## src/rtl/fp_mul_arbiter.sv

```systemverilog
// Round-robin arbiter that time-shares one combinational FP multiplier among
// N_REQ requesters, with registered results and completion/error counters.
module fp_mul_arbiter #(
    parameter int N_REQ = 4,
    parameter int WIDTH = 32,
    parameter int CNT_W = 16
) (
    input  logic                   clk,
    input  logic                   rst_n,
    input  logic [N_REQ-1:0]       req_valid,
    output logic [N_REQ-1:0]       req_ready,
    input  logic [N_REQ*WIDTH-1:0] req_a,
    input  logic [N_REQ*WIDTH-1:0] req_b,
    output logic [N_REQ-1:0]       rsp_valid,
    input  logic [N_REQ-1:0]       rsp_ready,
    output logic [WIDTH-1:0]       rsp_data,
    output logic                   rsp_flag,
    output logic [WIDTH-1:0]       mul_a,
    output logic [WIDTH-1:0]       mul_b,
    input  logic [WIDTH-1:0]       mul_out,
    input  logic                   mul_flag,
    output logic                   busy,
    output logic [CNT_W-1:0]       op_count,
    output logic [CNT_W-1:0]       err_count
);

    localparam int IDX_W = (N_REQ > 1) ? $clog2(N_REQ) : 1;

    // Handshakes: a transfer happens on an edge where valid and ready are both
    // high for the same requester; ready never depends on anything but state
    // and req_valid, and responses are held until rsp_ready[gnt_idx] is seen.
    typedef enum logic [1:0] {
        IDLE = 2'd0,
        CALC = 2'd1,
        RESP = 2'd2
    } state_t;

    state_t           state;
    logic [IDX_W-1:0] rr_ptr;
    logic [IDX_W-1:0] gnt_idx;
    logic [WIDTH-1:0] op_a;
    logic [WIDTH-1:0] op_b;

    logic             grant_found;
    logic [IDX_W-1:0] grant_idx;
    logic [IDX_W-1:0] next_ptr;
    int               cand;
    logic [IDX_W-1:0] cand_idx;

    // First valid requester at or after rr_ptr, wrapping modulo N_REQ.
    always_comb begin
        grant_found = 1'b0;
        grant_idx   = '0;
        cand        = 0;
        cand_idx    = '0;
        for (int i = 0; i < N_REQ; i++) begin
            cand = int'(rr_ptr) + i;
            if (cand >= N_REQ) begin
                cand = cand - N_REQ;
            end
            cand_idx = cand[IDX_W-1:0];
            if (!grant_found && req_valid[cand_idx]) begin
                grant_found = 1'b1;
                grant_idx   = cand_idx;
            end
        end
    end

    always_comb begin
        next_ptr = '0;
        if (int'(grant_idx) != N_REQ - 1) begin
            next_ptr = grant_idx + IDX_W'(1);
        end
    end

    always_comb begin
        req_ready = '0;
        if (state == IDLE && grant_found) begin
            req_ready[grant_idx] = 1'b1;
        end
    end

    always_comb begin
        rsp_valid = '0;
        if (state == RESP) begin
            rsp_valid[gnt_idx] = 1'b1;
        end
    end

    assign mul_a = op_a;
    assign mul_b = op_b;
    assign busy  = (state != IDLE);

    always_ff @(posedge clk or negedge rst_n) begin
        if (!rst_n) begin
            state     <= IDLE;
            rr_ptr    <= '0;
            gnt_idx   <= '0;
            op_a      <= '0;
            op_b      <= '0;
            rsp_data  <= '0;
            rsp_flag  <= 1'b0;
            op_count  <= '0;
            err_count <= '0;
        end else begin
            case (state)
                IDLE: begin
                    if (grant_found) begin
                        op_a    <= req_a[grant_idx*WIDTH +: WIDTH];
                        op_b    <= req_b[grant_idx*WIDTH +: WIDTH];
                        gnt_idx <= grant_idx;
                        rr_ptr  <= next_ptr;
                        state   <= CALC;
                    end
                end
                CALC: begin
                    rsp_data <= mul_out;
                    rsp_flag <= mul_flag;
                    state    <= RESP;
                end
                RESP: begin
                    if (rsp_ready[gnt_idx]) begin
                        op_count <= op_count + CNT_W'(1);
                        if (rsp_flag && (err_count != {CNT_W{1'b1}})) begin
                            err_count <= err_count + CNT_W'(1);
                        end
                        state <= IDLE;
                    end
                end
                default: state <= IDLE;
            endcase
        end
    end

endmodule
```

## config.mk

```make
export PLATFORM = sky130hd
export DESIGN_NAME = fp_mul_arbiter
export DESIGN_NICKNAME = d
export VERILOG_FILES = /design/src/rtl/fp_mul_arbiter.sv
export SDC_FILE = /design/constraint.sdc
export NUM_CORES = 1
export LEC_CHECK = 0
export ABC_CLOCK_PERIOD_IN_PS = 2000
export BUFFER_PORTS_ARGS = -buffer_cell sky130_fd_sc_hd__buf_2
export CELL_PAD_IN_SITES_DETAIL_PLACEMENT = 0
export CELL_PAD_IN_SITES_GLOBAL_PLACEMENT = 1
export CORE_AREA = 2 2 169 171
export CTS_CLUSTER_DIAMETER = 150
export DETAILED_ROUTE_END_ITERATION = 10
export DIE_AREA = 0 0 171 173
export PLACE_DENSITY = 0.78
export SLEW_MARGIN = 20
export SYNTH_ARGS = -nofsm -noshare
export SYNTH_HDL_FRONTEND = slang
export SYNTH_SLANG_ARGS = --single-unit
```

## constraint.sdc

```tcl
create_clock -name clk -period 2 [get_ports clk]
set_input_delay 0.2 -clock clk [delete_from_list [all_inputs] [get_ports clk]]
set_output_delay 0.2 -clock clk [all_outputs]
set_load 0.01 [all_outputs]
```

* Word level (Yosys, flattened, before mapping)
Cells that the tools add are included.
Storage, ports and cells: register bits 135, bits in latches 0, memory bits (writable) 0, ROM bits 0, output and inout bits 138, logic and storage cells 87, memories 0
Cells by class: add/sub/neg operators 10, multiply operators 0, div/mod/pow operators 0, $lt $le $gt $ge 12, eq/ne operators 6, shift-type cells 2, muxes and demuxes 32, bitwise gates (word level) 0, reductions and logical operators 16
Operators with widths (number):
- $shiftx 128x8->32 | 2
- $add 16x1->16 const B | 2
- $mux 2 | 11
- $lt 2x3->1 const B | 6
- $ne 16x16->1 const B | 1
- $mux 1 | 11
- $bmux 1 s2 | 5
- $ge 3x3->1 const B | 3
- $mux 4 | 2
- $sub 2x1->2 const B | 4
- $logic_and 1x1->1 | 7
- $add 2x2->3 const B | 2
- $pmux 2 s3 | 1
- $reduce_and 2->1 | 3
- $demux 1 s2 | 2
- $ge 2x1->1 const B | 2
- $ne 2x1->1 const B | 2
- $add 2x1->3 const B | 1
- $ge 2x3->1 const B | 1
- $logic_not 1->1 | 3
- $reduce_and 3->1 | 1
- $add 2x1->2 const B | 1
- $eq 2x1->1 const B | 1
- $eq 2x2->1 const B | 1
- other kinds (3) | 3

* Longest topological paths before layout
word-level depth 19, depth in mapped cells 8, depth with buffers taken out 6

* Worst setup path after synthesis
No wires, ideal clock.
path type flip-flop to flip-flop, start reg rr_ptr[1], end reg op_b[10], in the netlist mul_b[10], arrival time 2011 ps, data required time 1874 ps, path slack -138 ps, cell stages (with the launch flop) 8, buffers on the path 2, clock period less this slack 2138 ps, path through dfrtp_1 > mux2i_1 > or2_2 > nand3_1 > buf_2 > buf_2 > mux2_2 > a221o_1
On the way: longest elaborated chain between the ends 15
Ends and longest elaborated chain:
- start, declared | RTL line 39 | logic [IDX_W-1:0] rr_ptr;
- start signal, assigned | RTL line 112 | rr_ptr <= next_ptr;
- branches (longest 15 deep; another with $add 2x1->3)
- end signal, assigned | RTL line 110 | op_b <= req_b[grant_idx*WIDTH +: WIDTH];
- end, declared | RTL line 42 | logic [WIDTH-1:0] op_b;
Parallel ways; which one is timed is not known. The select of a mux whose other input is x is not followed. A chain may end at the register's enable or synchronous reset.

* Final worst setup path
start reg rr_ptr[1], end reg op_a[12], in the netlist mul_a[12]
On the way: longest elaborated chain between the ends 15
Ends and longest elaborated chain:
- branches (longest 15 deep; another with $add 2x1->3)
- end signal, assigned | RTL line 109 | op_a <= req_a[grant_idx*WIDTH +: WIDTH];
- end, declared | RTL line 41 | logic [WIDTH-1:0] op_a;
Parallel ways; which one is timed is not known. The select of a mux whose other input is x is not followed.

==> metrics.txt <==
Clk Latency, worst-skew pair between 0.4 and 0.5 ns; CTS tree built; WP data arrival 2.44 ns; port buffer count about 440; CP max stage delay between 0.4 and 0.5 ns; Worst-Margin Slew between 0.8 and 0.9 ns; Critical R2R Capture mul_a[12]$_DFFE_PN0P_; stages on the worst setup path 8; Die X 171 um; # rows 61; WL final roughly 34000 um; failing checks setup timing; post-DP HPWL around 22000 um; Setup CP Type register to register; largest net degree at the start of global routing between 60 and 70; WHS Endpoint rsp_data[24]$_DFFE_PN0N_; CTS max path bufs 2; routed vias around 8400; hold crit path type input pin to register; critical path peak fanout 12; die area about 30000 sq um; final setup vio count 67; DR iter-0 viols between 500 and 600; clock skew about 0.016 ns; share of the synthesized area in the top cell type approximately 45%; Slew HR between 40% and 50%; Post-synth ARST share between 90% and 100%; FF-to-FF Start rr_ptr[1]$_DFFE_PN0P_; Hold Path Depth 2; Worst Setup End Kind register; status complete, but fails checks; Placeable Area around 28000 sq um; Slowest-stage cell, CP dfrtp_2; wire per inst approximately 22 um; die height approximately 170 um; H-tree depth 4; CTS buffer count 17; Clock Sinks between 100 and 150; Netlist Area Pre-Place roughly 7500 sq um; number of detailed-route iterations in the first pass 5; Max Fclk around 470 MHz; area leader, netlist dfrtp_1; Post-Synthesis Net Count slightly above 1000; YS warnings 0; leakage power 5.985 nW; placer congestion estimate ~0.79; max_cap viols 0; initial antenna violation count 2; Initial Util a little over a quarter; Final Worst Setup Slack -0.1451 ns; EDFF count, synth 0; share of layout cells above drive strength 1 about three fifths; Slew Limit Fails 0; setup slack, reg-to-reg -0.15 ns; Main synth FF type dfrtp_1; vias in the first global route between 8000 and 9000; Area Growth Syn to Fin 62.73%; Seq cells post-synth about 140; placed cell areas 10510 sq um; Reg clk slew, reported paths ~0.060 ns; Peak VDD IR just over 700 uV; gr ovfl total 0; first-pass GRT wire length just under 50000 um; final antenna-violating net count 0; Power Dens Cells roughly 1400 nW/um^2; Final period util 107.3%; Hold WS ~0.023 ns; synthesized instance count 705; worst hold start mul_out[24]; Nets 1493; global-route usage over all layers between 20% and 30%; Non-Filler Cell Area, Final ~12000 sq um; sequential area share after synthesis between 40% and 50%; R2R cell count 8; worst-path cell chain buf_6, nand2b_4, a21o_4, nand3_4, buf_4, buf_12, mux2_2, a221o_1; minimum period implied by the final worst setup slack roughly 2.1 ns; syn_area_per_cell ~11 sq um; Worst setup SP type register; Fin. Hold Viols 0; Crit path required time roughly 2.3 ns; RSZ-0062 raised after global routing yes; number of distinct library cells after synthesis 35; IO Pins between 400 and 500; Buffers & Inverters on Critical Path 3; clk root buf clkbuf_16; drt via density about 5.3; Synth area leaders dfrtp_1 45%, mux2_2 15%, a221o_1 8.5%, o31ai_1 6.4%, nand4_1 6.2%; delay-heaviest family, CP compound AO/OA/AOI/OAI gates; Residual DRC 0
## cell type report
| type | instances | area [sq um] |
|---|---|---|
| Timing Repair Buffer | 543 | 3498 |
| Multi-Input combinational cell | 491 | 4248 |
| Sequential cell | 135 | 3381 |
| Fill cell | 2667 | 15390 |
| Inverter | 4 | 17.52 |
| Antenna cell | 1 | 2.502 |
| Clock buffer | 18 | 429.2 |
| Tap cell | 378 | 473.0 |
| Clock inverter | 13 | 193.9 |
## timing repair
action                     in CTS  in global routing
pin swaps                      49                 12
gates resized for setup        69                 35
hold buffers                   21                  0
setup buffers                  26                  4
cloned                          8                  2
setup endpoints to repair      68                 69
hold endpoints to repair       59                  0
## through the flow
stage                     instances  total power, mW  TNS, ns  worst slack (ns)  util, %
final                          1583            17.38   -5.722           -0.1451    44.31
after global routing           1582            18.36   -9.402           -0.1996    44.30
after CTS                      1578            17.30   -6.152           -0.1546    43.65
after detailed placement       1494            12.42   -6.609           -0.2360    38.04
after global placement         1494            12.28   -6.417           -0.2407    38.04
after floorplan                 705            9.024        0           0.03421        -
## cell usage in the layout, fill, tap and decap left out, types with 5 or more instances in the layout
master | Yosys | routed
dfrtp_1 | 135 | 133
nor2_1 | 14 | 11
buf_16 | 0 | 5
buf_12 | 0 | 19
o31ai_1 | 64 | 49
o31ai_2 | 0 | 11
nand3_1 | 12 | 11
nand4_1 | 75 | 75
mux2_4 | 0 | 37
mux2_2 | 98 | 61
xor2_1 | 7 | 7
clkbuf_16 | 0 | 18
buf_6 | 0 | 10
xnor2_1 | 24 | 24
a221o_1 | 64 | 64
dlygate4sd3_1 | 0 | 21
a21oi_1 | 67 | 63
or2_4 | 0 | 5
buf_2 | 11 | 435
and3_1 | 5 | 5
nand2_1 | 19 | 18
buf_4 | 1 | 48
## report_power, final
part / total, mW / internal, mW / switching [mW] / leakage [nW]
Sequential: 4.58 / 3.87 / 0.704 / 1.68
Combinational: 9.31 / 4.66 / 4.65 / 4.00
Clock: 3.50 / 2.11 / 1.39 / 0.302
## sequential cells by signal, indices dropped and copies added (netlist names)
| signal | flops |
|---|---|
| mul_a | 32 |
| mul_b | 32 |
| rsp_data | 32 |
| err_count | 16 |
| op_count | 16 |
| gnt_idx | 2 |
| rr_ptr | 2 |
| state | 2 |
| rsp_flag | 1 |
## layer usage
| layer | up-vias | track usage, % | routed length (um) |
|---|---|---|---|
| met4 | 2 | 5.897 | 684 |
| met2 | 491 | 38.10 | 16890 |
| met1 | 4086 | 27.05 | 13770 |
| met5 | - | 0 | 13 |
| met3 | 49 | 4.601 | 2750 |
| li1 | 3762 | - | - |
## synth_stat cells, types with 7 or more instances
master and n:
a21oi_1 67, a221o_1 64, buf_1 16, buf_2 11, clkbuf_1 48, dfrtp_1 135, mux2_2 98, nand2_1 19
nand3_1 12, nand4_1 75, nor2_1 14, nor3_1 8, o31ai_1 64, xnor2_1 24, xor2_1 7
## logic make-up after synthesis
| logic type | share of synthesized area (%) |
|---|---|
| AOI/OAI and AO/OA | 20.32 |
| buffers and inverters | 4.224 |
| xor gates and xnor gates | 3.609 |
| muxes | 15.10 |
| adders and majority gates | 0.3326 |
| DFF | 44.90 |
| and+or+nand+nor | 11.51 |
## worst max-delay path by stage
stage                                      from                    end
final                     rr_ptr[1]$_DFFE_PN0P_  mul_a[12]$_DFFE_PN0P_
after global routing      rr_ptr[1]$_DFFE_PN0P_  mul_a[12]$_DFFE_PN0P_
after CTS                 rr_ptr[1]$_DFFE_PN0P_           req_ready[3]
after detailed placement  rr_ptr[1]$_DFFE_PN0P_  mul_a[10]$_DFFE_PN0P_
after global placement    rr_ptr[1]$_DFFE_PN0P_  mul_a[10]$_DFFE_PN0P_
after floorplan           rr_ptr[1]$_DFFE_PN0P_  mul_b[10]$_DFFE_PN0P_
Power figures use the tool's default switching activity.
